### config.mk
export PLATFORM = sky130hd
export DESIGN_NAME = mem_stage_ctrl_flat
export DESIGN_NICKNAME = d
export VERILOG_FILES = /design/src/rtl/mem_ctrl_pkg.sv /design/src/rtl/mem_stage_ctrl_if.sv /design/src/rtl/load_align.sv /design/src/rtl/mem_stage_ctrl.sv /design/src/flat_wrapper.sv
export SDC_FILE = /design/constraint.sdc
export NUM_CORES = 1
export LEC_CHECK = 0
export BUFFER_PORTS_ARGS = -buffer_cell sky130_fd_sc_hd__buf_2
export CORE_ASPECT_RATIO = 1.4
export CORE_MARGIN = 5
export CORE_UTILIZATION = 30
export CTS_BUF_LIST = sky130_fd_sc_hd__clkbuf_4 sky130_fd_sc_hd__clkbuf_8 sky130_fd_sc_hd__clkbuf_16
export DETAILED_ROUTE_END_ITERATION = 10
export HOLD_SLACK_MARGIN = 0.15
export MAX_ROUTING_LAYER = met4
export PLACE_DENSITY = 0.64
export SLEW_MARGIN = 20
export SYNTH_ARGS = -nofsm -noshare
export SYNTH_HDL_FRONTEND = slang
export SYNTH_SLANG_ARGS = --single-unit
### constraint.sdc
create_clock -name clk -period 15 [get_ports clk]
set_clock_uncertainty 0.05 [all_clocks]
set_input_delay 2.25 -clock clk [delete_from_list [all_inputs] [get_ports clk]]
set_output_delay 2.25 -clock clk [all_outputs]
set_load 0.01 [all_outputs]
### src/rtl/mem_ctrl_pkg.sv
// Shared types and helpers for the data-memory stage controller.
package mem_ctrl_pkg;

  typedef enum logic [1:0] {IDLE, REQ, WAIT, DONE} mem_state_t;

  localparam logic [1:0] SIZE_BYTE = 2'b00;
  localparam logic [1:0] SIZE_HALF = 2'b01;
  localparam logic [1:0] SIZE_WORD = 2'b10;

  function automatic logic [3:0] gen_be(input logic [1:0] size, input logic [1:0] offset);
    case (size)
      SIZE_BYTE: gen_be = 4'b0001 << offset;
      SIZE_HALF: gen_be = 4'b0011 << {offset[1], 1'b0};
      default:   gen_be = 4'b1111;
    endcase
  endfunction

  function automatic logic [31:0] replicate_wdata(input logic [1:0] size, input logic [31:0] data);
    case (size)
      SIZE_BYTE: replicate_wdata = {4{data[7:0]}};
      SIZE_HALF: replicate_wdata = {2{data[15:0]}};
      default:   replicate_wdata = data;
    endcase
  endfunction

  // Low address bits that survive for a given access size.
  function automatic logic [1:0] align_offset(input logic [1:0] size, input logic [1:0] offset);
    case (size)
      SIZE_BYTE: align_offset = offset;
      SIZE_HALF: align_offset = {offset[1], 1'b0};
      default:   align_offset = 2'b00;
    endcase
  endfunction

  function automatic logic misaligned(input logic [1:0] size, input logic [1:0] offset);
    case (size)
      SIZE_BYTE: misaligned = 1'b0;
      SIZE_HALF: misaligned = offset[0];
      default:   misaligned = |offset;
    endcase
  endfunction

endpackage

### src/rtl/mem_stage_ctrl_if.sv
// Data-memory req/gnt/rvalid port bundle.
interface mem_stage_ctrl_if;
  logic        req;
  logic        we;
  logic [31:0] addr;
  logic [3:0]  be;
  logic [31:0] wdata;
  logic        gnt;
  logic        rvalid;
  logic [31:0] rdata;

  modport master (output req, we, addr, be, wdata, input gnt, rvalid, rdata);
  modport slave  (input req, we, addr, be, wdata, output gnt, rvalid, rdata);
endinterface

### src/rtl/load_align.sv
// Combinational load lane select and sign/zero extension.
module load_align
  import mem_ctrl_pkg::*;
(
  input  logic [31:0] rdata,
  input  logic [1:0]  offset,
  input  logic [1:0]  size,
  input  logic        is_unsigned,
  output logic [31:0] data
);

  logic [31:0] lane;

  assign lane = rdata >> {offset, 3'b000};

  always_comb begin
    case (size)
      SIZE_BYTE: data = is_unsigned ? {24'b0, lane[7:0]}  : {{24{lane[7]}}, lane[7:0]};
      SIZE_HALF: data = is_unsigned ? {16'b0, lane[15:0]} : {{16{lane[15]}}, lane[15:0]};
      default:   data = lane;
    endcase
  end

endmodule

### src/rtl/mem_stage_ctrl.sv
// Data-memory access sequencer for the EX/MEM instruction.
// Optional misaligned-access trap enabled with MEM_MISALIGN_TRAP_EN.
module mem_stage_ctrl
  import mem_ctrl_pkg::*;
#(
  parameter int TIMEOUT_CYCLES = 16
) (
  input  logic                    clk,
  input  logic                    rst_n,
  input  logic                    is_load,
  input  logic                    mem_write,
  input  logic [2:0]              load_type,
  input  logic                    load_unsigned,
  input  logic [31:0]             addr,
  input  logic [31:0]             wdata,
  input  logic                    flush,
  mem_stage_ctrl_if.master        dmem,
  output logic                    stall,
  output logic                    load_valid,
  output logic [31:0]             load_data,
  output logic                    bus_err
`ifdef MEM_MISALIGN_TRAP_EN
  , output logic                  misalign_err
`endif
);

  localparam int CNT_W = $clog2(TIMEOUT_CYCLES + 1);
  localparam logic [CNT_W-1:0] CNT_LAST = CNT_W'(TIMEOUT_CYCLES - 1);

  mem_state_t       state, state_nxt;
  logic [CNT_W-1:0] cnt;
  logic             kill;
  logic             access, start, timeout;
  logic [1:0]       size, eff_off;
  logic             unused;

  logic             ld_q, we_q, uns_q;
  logic [1:0]       size_q, off_q;
  logic [31:0]      addr_q, wdata_q;
  logic [3:0]       be_q;
  logic [31:0]      aligned;
  logic [31:0]      load_data_q;

  assign unused  = load_type[2];
  assign size    = load_type[1:0];
  assign eff_off = align_offset(size, addr[1:0]);
  assign access  = (is_load | mem_write) & ~flush;
  assign timeout = (cnt == CNT_LAST);

`ifdef MEM_MISALIGN_TRAP_EN
  logic bad_align;
  assign bad_align    = misaligned(size, addr[1:0]);
  assign start        = access & ~bad_align;
  assign misalign_err = (state == IDLE) & access & bad_align;
`else
  assign start = access;
`endif

  always_comb begin
    state_nxt = state;
    stall     = 1'b0;
    bus_err   = 1'b0;
    case (state)
      IDLE: begin
        if (start) begin
          state_nxt = REQ;
          stall     = 1'b1;
        end
      end
      REQ: begin
        stall = 1'b1;
        if (dmem.gnt) begin
          state_nxt = ld_q ? WAIT : DONE;
        end else if (timeout) begin
          bus_err   = 1'b1;
          state_nxt = IDLE;
        end
      end
      WAIT: begin
        stall = 1'b1;
        if (dmem.rvalid) begin
          state_nxt = DONE;
        end else if (timeout) begin
          bus_err   = 1'b1;
          state_nxt = IDLE;
        end
      end
      DONE: state_nxt = IDLE;
      default: state_nxt = IDLE;
    endcase
  end

  always_ff @(posedge clk) begin
    if (!rst_n) begin
      state       <= IDLE;
      cnt         <= '0;
      kill        <= 1'b0;
      load_data_q <= '0;
    end else begin
      state <= state_nxt;
      cnt   <= (state == REQ || state == WAIT) ? cnt + 1'b1 : '0;
      // Bus cannot cancel, so a flush only marks the result as dead.
      if (state == IDLE)
        kill <= 1'b0;
      else if ((state == REQ || state == WAIT) && flush)
        kill <= 1'b1;
      if (state == WAIT && dmem.rvalid)
        load_data_q <= aligned;
    end
  end

  // Access attributes frozen at IDLE->REQ
  always_ff @(posedge clk) begin
    if (state == IDLE && start) begin
      ld_q    <= is_load;
      we_q    <= mem_write & ~is_load;
      uns_q   <= load_unsigned;
      size_q  <= size;
      off_q   <= eff_off;
      addr_q  <= {addr[31:2], 2'b00};
      be_q    <= gen_be(size, eff_off);
      wdata_q <= replicate_wdata(size, wdata);
    end
  end

  load_align u_load_align (
    .rdata       (dmem.rdata),
    .offset      (off_q),
    .size        (size_q),
    .is_unsigned (uns_q),
    .data        (aligned)
  );

  assign dmem.req   = (state == REQ) & rst_n;
  assign dmem.we    = (state == REQ) & we_q;
  assign dmem.addr  = (state == REQ) ? addr_q  : '0;
  assign dmem.be    = (state == REQ) ? be_q    : '0;
  assign dmem.wdata = (state == REQ) ? wdata_q : '0;

  assign load_valid = (state == DONE) & ld_q & ~kill;
  assign load_data  = load_data_q;

endmodule
### src/flat_wrapper.sv
// flat-port wrapper written by rule: the top's interface ports become plain ports
module mem_stage_ctrl_flat import mem_ctrl_pkg::*;
#(
  parameter int TIMEOUT_CYCLES = 16
)
  (clk, rst_n, is_load, mem_write, load_type, load_unsigned, addr, wdata, flush, stall, load_valid, load_data, bus_err, dmem_req, dmem_we, dmem_addr, dmem_be, dmem_wdata, dmem_gnt, dmem_rvalid, dmem_rdata);
  mem_stage_ctrl_if dmem_i ();
  input  logic clk;
  input  logic rst_n;
  input  logic is_load;
  input  logic mem_write;
  input  logic [2:0] load_type;
  input  logic load_unsigned;
  input  logic [31:0] addr;
  input  logic [31:0] wdata;
  input  logic flush;
  output logic stall;
  output logic load_valid;
  output logic [31:0] load_data;
  output logic bus_err;
  output wire logic [$bits(dmem_i.req)-1:0] dmem_req;
  output wire logic [$bits(dmem_i.we)-1:0] dmem_we;
  output wire logic [$bits(dmem_i.addr)-1:0] dmem_addr;
  output wire logic [$bits(dmem_i.be)-1:0] dmem_be;
  output wire logic [$bits(dmem_i.wdata)-1:0] dmem_wdata;
  input wire logic [$bits(dmem_i.gnt)-1:0] dmem_gnt;
  input wire logic [$bits(dmem_i.rvalid)-1:0] dmem_rvalid;
  input wire logic [$bits(dmem_i.rdata)-1:0] dmem_rdata;
  assign dmem_req = dmem_i.req;
  assign dmem_we = dmem_i.we;
  assign dmem_addr = dmem_i.addr;
  assign dmem_be = dmem_i.be;
  assign dmem_wdata = dmem_i.wdata;
  assign dmem_i.gnt = dmem_gnt;
  assign dmem_i.rvalid = dmem_rvalid;
  assign dmem_i.rdata = dmem_rdata;
  mem_stage_ctrl #(.TIMEOUT_CYCLES(TIMEOUT_CYCLES)) u_core (.clk(clk), .rst_n(rst_n), .is_load(is_load), .mem_write(mem_write), .load_type(load_type), .load_unsigned(load_unsigned), .addr(addr), .wdata(wdata), .flush(flush), .dmem(dmem_i), .stall(stall), .load_valid(load_valid), .load_data(load_data), .bus_err(bus_err));
endmodule
==> impl_metrics.tcl, run 1 <==
set metrics [dict create \
    final-max-slew-violation-count 0 \
    vdd_drop_max_mv 0.0770 \
    wl_per_cell_um 16.3 \
    clk_pin_slew_ps 50 \
    power_leakage_nw 3.18 \
    gp_congestion 0.791 \
    avgViaCountPerCell 4.59 \
    cts-root-buf "clkbuf_16" \
    cp.required_ps 12700 \
    drt_iter0_markers 305 \
    initial_utilization_pct 30.3 \
    row_count 57 \
    rsz0062_at_grt "false" \
    grt_antenna_before_repair 3 \
    insertion_delay_ps 410 \
    finalHoldViolCount 0 \
    cts_sinks 113 \
    drive_above_1_share_pct 42.1 \
    grt_overflow 0 \
    cp_common_cell "buf_2" \
    cp_max_fo 74 \
    ys_seq_area_share_pct 57.4 \
    dr.pass1.iters 4 \
    fin_crit_sh_pct 40.3 \
    path_buf_inv 3 \
    synth_ff_type "edfxtp_1" \
    cts.path.max_buffers 2 \
    synth-edff-count 73 \
    grt_use_met3_pct 4.77 \
    grt.met2_usage_pct 24.1 \
    numCtsBuffers 17 \
    setup_violations 0 \
    totalNegativeSetupSlack_ps 0 \
    path_class "in2out" \
    final_cell_mix "buf_2 (208), edfxtp_1 (73), and2_1 (71)" \
    cts_resized 0 \
    ys_warn_count 0 \
    cts_hold_buf 0 \
    finalWirelength_um 14700 \
    power.density_nw_per_um2 130 \
    cap_violations 0 \
    async_flop_share_pct 0 \
    ios 212 \
    htreeDepth 4 \
    grt_pass1_vias 4107 \
    io_buffer_count 208 \
    post_cts_buffers 0 \
    cp_top_family "buffers and inverters" \
    final_common_cell "buf_2" \
    grt_pass1_wl_um 22400 \
    layout.nets 764 \
    worst_pin_slew_ps 1010 \
    grt_max_degree 75 \
    hpwl_um 10600 \
    area_growth_pct 36.6 \
    die_w_um 121 \
    antenna_left 0 \
    endpoint_kind "output port" \
    syn_inst 447 \
    grtUsageTotal_pct 14.7 \
    synth_area_per_cell_um2 11.7 \
    outcome "finished, final reports clean" \
    worst_path_largest_cell_delay_ps 710 \
    drc 0 \
    vias 4144 \
    finish.utilization_pct 41.4 \
    startpoint_type "input pin" \
    use_met1_pct 16.7 \
    slew_headroom_pct 32.6 \
    design.core.area_um2 17200 \
    max_freq_mhz 165 \
    cp.arrival_ps 3750 \
    top_usage_layer "met2" \
    ys_ff_latch 113 \
    worstPathCellList "buf_2 > o21bai_1 > nor2_4 > buf_4 > o21ba_2 > buf_2" \
    worst_path_max_delay_cell "buf_4" \
    tritoncts "built" \
    die_area_um2 20100 \
    design_power_total_mw 0.922 \
    die_h_um 166 \
    min_period_ps 6050 \
    synth_cell_types 42 \
    hold_path.class "reg2reg" \
    syn-cell-area_um2 5210 \
]
metrics by stage:
step	hold WS (ps)	area, µm²	setup slack (ps)	std cells
after global placement	385	6450	8890	867
after floorplan	368	5210	6790	448
final	399	7120	8950	902
after detailed placement	394	6450	8850	867
after CTS	401	7100	8850	899
after global routing	422	7120	8800	902
cells in the mapped netlist, types with 2 or more instances:
cell / instances / area [µm²]
o21ai_0: 18 / 90.1
nor3_1: 2 / 10.0
a21oi_1: 19 / 95.1
o211ai_1: 15 / 113
nand3_1: 2 / 10.0
nor2_1: 23 / 86.3
a21o_1: 2 / 15.0
o221a_1: 4 / 45.0
buf_4: 2 / 15.0
mux2_2: 23 / 259
nor2b_1: 4 / 25.0
inv_1: 6 / 22.5
clkbuf_1: 20 / 75.1
o211a_1: 8 / 80.1
mux2i_1: 27 / 270
nand2_1: 45 / 169
ha_1: 7 / 87.6
buf_6: 2 / 22.5
and2_1: 71 / 444
o221a_2: 4 / 45.0
edfxtp_1: 73 / 2190
and3_1: 3 / 18.8
nand2b_1: 6 / 37.5
dfxtp_1: 40 / 801
buf_2: 4 / 20.0
registers in the layout (all words and copies together) (netlist names):
register          flops
u_core.off_q          2
u_core.uns_q          1
u_core.wdata_q       32
u_core.kill           1
u_core.be_q           4
u_core.state          2
u_core.addr_q        30
u_core.we_q           1
u_core.size_q         2
u_core.ld_q           1
u_core.cnt            5
u_core.load_data     32
logic make-up after synthesis:
logic type | Yosys count | synth area share (%)
other | 1 | 0.0720
AND/OR/NAND/NOR | 158 | 15.6
flip-flops | 113 | 57.4
multiplexers | 51 | 10.6
buffers and inverters | 35 | 3.07
AO/OA/AOI/OAI | 80 | 11.2
XOR/XNOR | 2 | 0.336
adder cells (fa/ha/maj) | 7 | 1.68
tightest hold or removal path, cell delays in order (launching register included):
cell	delay (ps)
dfxtp_1	300
nand2_1	50
a21oi_1	50
area by class of cell:
class                   instances  area [µm²]
clock buffers                  19         440
repair buffers                212        1070
well taps                     236         295
clock inverters                13         209
inverters                       6        22.5
multi-input cells             300        2080
flip-flops and latches        113        2990
fillers                      1713       10100
diodes                          3        7.51
per-layer routing:
layer  up-vias  part of all wire [%]  routed length [µm]
met4         0                   2.2                 318
li1       2000                     -                   -
met3        19                   8.7                1280
met5         -                     0                   0
met1      1950                    40                5880
met2       175                    49                7240
worst paths after layout:
kind | from | endpoint | slack, ps | depth (start not counted)
worst min register to register | u_core.load_data[6] | u_core.load_data[6] | 400 | 2
worst min-delay path | u_core.load_data[6] | u_core.load_data[6] | 400 | 2
worst max-delay path | flush | stall | 8950 | 6
worst max register to register | u_core.state[0] | u_core.load_data[12] | 12660 | 6
where the power goes:
| part | switching, mW | internal (mW) |
|---|---|---|
| registers | 0.00639 | 0.354 |
| logic | 0.0671 | 0.0499 |
| clock network | 0.146 | 0.299 |
Power figures use the tool's default switching activity.
==> run 2, diff against run 1 <==
==> constraint.sdc (replaced) <==
create_clock -name clk -period 5.8 [get_ports clk]
set_clock_uncertainty 0.05 [all_clocks]
set_input_delay 0.87 -clock clk [delete_from_list [all_inputs] [get_ports clk]]
set_output_delay 0.87 -clock clk [all_outputs]
set_load 0.01 [all_outputs]
==> run 2 against run 1 <==
Critical path depth unchanged. First-iteration DRC count is 21% lower. Via count shrank 1.6%. Largest power group unchanged. Worst setup slack worse by 6400 ps.
==> impl_metrics.tcl, run 2 (same netlist as run 1, synthesis figures left out) <==
set metrics [dict create \
    outcome "finished, final reports clean" \
    die_h_um 166 \
    finalWirelength_um 14700 \
    clk_pin_slew_ps 50 \
    numCtsBuffers 17 \
    avgViaCountPerCell 4.54 \
    hpwl_um 10600 \
    min_period_ps 3270 \
    final_common_cell "buf_2" \
    cp.arrival_ps 2350 \
    area_growth_pct 34.9 \
    wl_met1_um 5970 \
    cp.required_ps 4880 \
    p_switching_mw 0.553 \
    wl_met3_um 1140 \
    power_leakage_nw 3.16 \
    grt_overflow 0 \
    dp.cells 866 \
    wl_met2_um 7310 \
    dr.pass1.iters 4 \
    post_cts_buffers 0 \
    pwr-share-comb_pct 13.5 \
    drc 0 \
    fillCellCount 1713 \
    grt_antenna_before_repair 1 \
    setup_violations 0 \
    totalNegativeSetupSlack_ps 0 \
    path_class "reg2out" \
    worst_path_largest_cell_delay_ps 790 \
    tritoncts "built" \
    row_count 57 \
    cp_common_cell "inv_1" \
    htreeDepth 4 \
    p_clk_share_pct 44.8 \
    grt_pass1_vias 4106 \
    ios 212 \
    cp_max_fo 36 \
    drive_above_1_share_pct 42.0 \
    cts.path.max_buffers 2 \
    pre_cts_ws_ps 2500 \
    setup_ws_ps 2530 \
    slew_headroom_pct 31.6 \
    fin_crit_sh_pct 56.4 \
    rsz0062_at_grt "false" \
    grt_max_degree 72 \
    insertion_delay_ps 410 \
    max_freq_mhz 305 \
    vias 4078 \
    wl_per_cell_um 16.3 \
    initial_utilization_pct 30.3 \
    worstSetupStartpoint "u_core.state[1]" \
    drt_iter0_markers 240 \
    internal_power_mw 1.68 \
    gp_congestion 0.806 \
    final-max-slew-violation-count 0 \
    cts-root-buf "clkbuf_16" \
    hold_path.class "reg2reg" \
    die_area_um2 20100 \
    design.core.area_um2 17200 \
    grt_pass1_wl_um 22200 \
    cts_hold_buf 0 \
    endpoint_kind "output port" \
    r2r-start "u_core.state[1]" \
    die_w_um 121 \
    cts_resized 0 \
    worst_pin_slew_ps 1020 \
    final_cell_mix "buf_2 (208), edfxtp_1 (73), and2_1 (71)" \
    finalHoldViolCount 0 \
    power.density_nw_per_um2 318 \
    switching_share_pct 24.8 \
    stdcell_count 899 \
    layout.nets 763 \
    seqPwrFrac_pct 41.7 \
    top_layer_used "met4" \
    worst_path_max_delay_cell "nor2_4" \
    worstPathCellList "inv_1 > ha_1 > inv_1 > nor2_4 > o21ba_2 > buf_2" \
    startpoint_type "flip-flop" \
    r2r_setup_slack_ps 3150 \
    cap_violations 0 \
    vdd_drop_max_mv 0.134 \
    worstHoldStart "u_core.cnt[0]" \
    cts_sinks 113 \
    antenna_left 0 \
    grtUsageTotal_pct 14.7 \
    io_buffer_count 208 \
]
[run 2: power by group through the flow]
stage          sequential (mW)  clock (mW)  combinational (mW)
6_report                 0.932        1.00               0.301
5_1_grt                  0.936        1.07               0.333
4_1_cts                  0.931        1.03               0.307
3_5_place_dp             0.948           0               0.306
3_3_place_gp             0.946           0               0.304
2_1_floorplan            0.945           0               0.177
[run 2: cell type report]
type	instances	area, µm²	share of cell area [%]
Antenna cell	1	2.50	0.0356
Clock buffer	22	487	6.93
Clock inverter	10	82.6	1.18
Inverter	6	22.5	0.321
Multi-Input combinational cell	300	2080	29.6
Sequential cell	113	2990	42.6
Tap cell	236	295	4.20
Timing Repair Buffer	211	1060	15.1
[run 2: final timing paths]
kind | to | cells past startpoint
max | stall | 6
min | u_core.cnt[0] | 1
max reg2reg | u_core.wdata_q[26] | 5
min reg2reg | u_core.cnt[0] | 1
[run 2: metrics by stage]
| stage | instance area, µm² | hold WS, ps | utilization, % | power, mW |
|---|---|---|---|---|
| 5_1_grt | 7030 | 422 | 40.9 | 2.34 |
| 3_5_place_dp | 6440 | 394 | 37.5 | 1.25 |
| 2_1_floorplan | 5210 | 368 | - | 1.12 |
| 6_report | 7030 | 400 | 40.9 | 2.23 |
| 4_1_cts | 7010 | 401 | 40.8 | 2.27 |
| 3_3_place_gp | 6440 | 385 | 37.5 | 1.25 |
[run 2: per-layer routing]
metal  vias to the layer above  GRT usage (%)
li1                       1992              -
met3                        13           5.18
met1                      1912           16.2
met4                         0           4.88
met5                         -              -
met2                       161           24.5
[run 2: worst max-delay path: cells and delay by family, from the launching register on]
family / cells / cell delay, ps
simple gates: 1 / 790
fa+ha+maj: 1 / 240
flops: 1 / 330
compound gates: 1 / 220
buf+inv: 3 / 370
==> run 3, diff against run 2 <==
--- a/config.mk
+++ b/config.mk
@@ -13,7 +13,7 @@
 export DETAILED_ROUTE_END_ITERATION = 10
 export HOLD_SLACK_MARGIN = 0.15
 export MAX_ROUTING_LAYER = met4
-export PLACE_DENSITY = 0.64
+export PLACE_DENSITY = 0.66
 export SLEW_MARGIN = 20
 export SYNTH_ARGS = -nofsm -noshare
 export SYNTH_HDL_FRONTEND = slang
==> constraint.sdc (replaced) <==
create_clock -name clk -period 2.7 [get_ports clk]
set_clock_uncertainty 0.05 [all_clocks]
set_input_delay 0.405 -clock clk [delete_from_list [all_inputs] [get_ports clk]]
set_output_delay 0.405 -clock clk [all_outputs]
set_load 0.01 [all_outputs]
==> run 3 against run 2 <==
Hold slack worse by 230 ps. Non-clock buffer count is 47 higher. Final area increased by 7.5%. Via count up 6.2%. Flip-flop and latch count is the same. Largest cell class unchanged. Largest power group unchanged. Highest routed layer unchanged.
==> impl_metrics.tcl, run 3 (same netlist as run 1, synthesis figures left out) <==
set metrics [dict create \
    drc 0 \
    ios 212 \
    worst_pin_slew_ps 713 \
    internal_power_mw 3.95 \
    final_common_cell "buf_2" \
    outcome "finished, final reports clean" \
    pwr-share-comb_pct 13.8 \
    htreeDepth 4 \
    cts.path.max_buffers 2 \
    min_period_ps 2290 \
    design.core.area_um2 17200 \
    r2r_setup_slack_ps 680 \
    cts_sinks 113 \
    gp_congestion 0.839 \
    grtUsageTotal_pct 15.3 \
    r2r-start "u_core.state[0]" \
    area_growth_pct 45.0 \
    cts_resized 0 \
    grt_pass1_wl_um 23200 \
    seqPwrFrac_pct 38.7 \
    cap_violations 0 \
    grt_max_degree 52 \
    final-max-slew-violation-count 0 \
    fin_crit_sh_pct 84.8 \
    wl_per_cell_um 16.0 \
    path_buf_inv 3 \
    antenna_left 0 \
    clk_pin_slew_ps 60 \
    die_w_um 121 \
    worst_path_largest_cell_delay_ps 370 \
    reg2reg_to "u_core.load_data[5]" \
    cp.required_ps 2250 \
    startpoint_type "flip-flop" \
    cp_top_family "buffers and inverters" \
    fin_area_um2 7550 \
    drt_iter0_markers 195 \
    cts-root-buf "clkbuf_16" \
    r2r_cells 6 \
    max_freq_mhz 437 \
    power.density_nw_per_um2 683 \
    worstPathCellList "inv_1 > ha_2 > buf_4 > and2_1 > buf_2" \
    tritoncts "built" \
    worstHoldStart "wdata[1]" \
    power_leakage_nw 3.38 \
    dr.pass1.iters 4 \
    io_buffer_count 208 \
    post_cts_buffers 0 \
    slew_headroom_pct 52.3 \
    p_clk_share_pct 47.4 \
    insertion_delay_ps 410 \
    cts_hold_buf 35 \
    hold_path.class "in2reg" \
    die_area_um2 20100 \
    totalNegativeSetupSlack_ps 0 \
    finalHoldViolCount 0 \
    die_h_um 166 \
    path_class "reg2out" \
    rsz0062_at_grt "false" \
    worst_path_max_delay_cell "ha_2" \
    cp_max_fo 24 \
    row_count 57 \
    finalWirelength_um 15100 \
    grt_antenna_before_repair 1 \
    crit_cells 5 \
    postPlaceCellArea_um2 6550 \
    hpwl_um 11000 \
    vdd_drop_max_mv 0.398 \
    grt_overflow 0 \
    vias 4329 \
    drive_above_1_share_pct 40.9 \
    p_switching_mw 1.21 \
    grt_pass1_vias 4502 \
    hold-path-endpoint "u_core.wdata_q[1]" \
    switching_share_pct 23.4 \
    whs_path_depth 1 \
    numCtsBuffers 17 \
    final_cell_mix "buf_2 (208), edfxtp_1 (73), and2_1 (71)" \
    cp.arrival_ps 1830 \
    endpoint_kind "output port" \
    setup_violations 0 \
    avgViaCountPerCell 4.58 \
    initial_utilization_pct 30.3 \
    layout.nets 810 \
]
## run 3: cell count changes in the layout (fill, tap and decap cells not counted), moves of 2 or more
cell,change
dlygate4sd3_1,+35
clkinvlp_4,+4
clkinv_4,+2
buf_4,+11
bufinv_16,+4
clkinv_2,-4
inv_4,-3
## run 3: cell type report
cell class,count,area (µm²)
inverters,6,22.5
fillers,1673,9640
diodes,1,2.50
clock inverters,13,211
multi-input cells,300,2070
flip-flops and latches,113,2990
repair buffers,258,1520
well taps,236,295
clock buffers,19,440
## run 3: how the worst max path moves through the flow
stage | end | startpoint | slack (ps)
2_1_floorplan | stall | u_core.state[0] | 160
3_3_place_gp | u_core.load_data[1] | u_core.state[0] | 710
3_5_place_dp | u_core.load_data[5] | u_core.state[0] | 650
4_1_cts | dmem_be[2] | u_core.state[1] | 310
5_1_grt | dmem_wdata[19] | u_core.state[1] | 230
6_report | dmem_wdata[5] | u_core.state[1] | 410
## run 3: layer usage
layer  routed length, µm  vias up  GRT usage (%)  part of all wire, %
met4                 202        0           5.02                  1.3
li1                    -     2095              -                    -
met2                7810      184           26.6                   52
met1                5800     2036           16.1                   38
met5                   0        -              -                    0
met3                1280       14           5.01                  8.5
## run 3: power groups by stage
stage / Clock, mW / Sequential [mW] / Combinational (mW)
floorplan: 0 / 2.02 / 0.383
global placement: 0 / 2.03 / 0.679
detailed placement: 0 / 2.03 / 0.684
CTS: 2.52 / 2.00 / 0.728
global route: 2.59 / 2.01 / 0.787
finish: 2.45 / 2.00 / 0.713
## run 3: worst reg2reg max path, cell delays in order, from the launching register on
cell and delay, ps:
dfxtp_1 320, inv_1 130, ha_1 220, and2_1 590, buf_4 370, o211ai_1 130, a21oi_1 140
## run 3: metrics by stage
step	worst slack (ps)	total power, mW	instances	hold slack (ps)	util, %
after global routing	226	5.39	946	152	43.9
after detailed placement	646	2.72	878	391	38.1
after floorplan	163	2.40	448	368	-
final	411	5.16	946	175	43.9
after global placement	705	2.71	878	385	38.1
after CTS	314	5.24	945	151	43.9
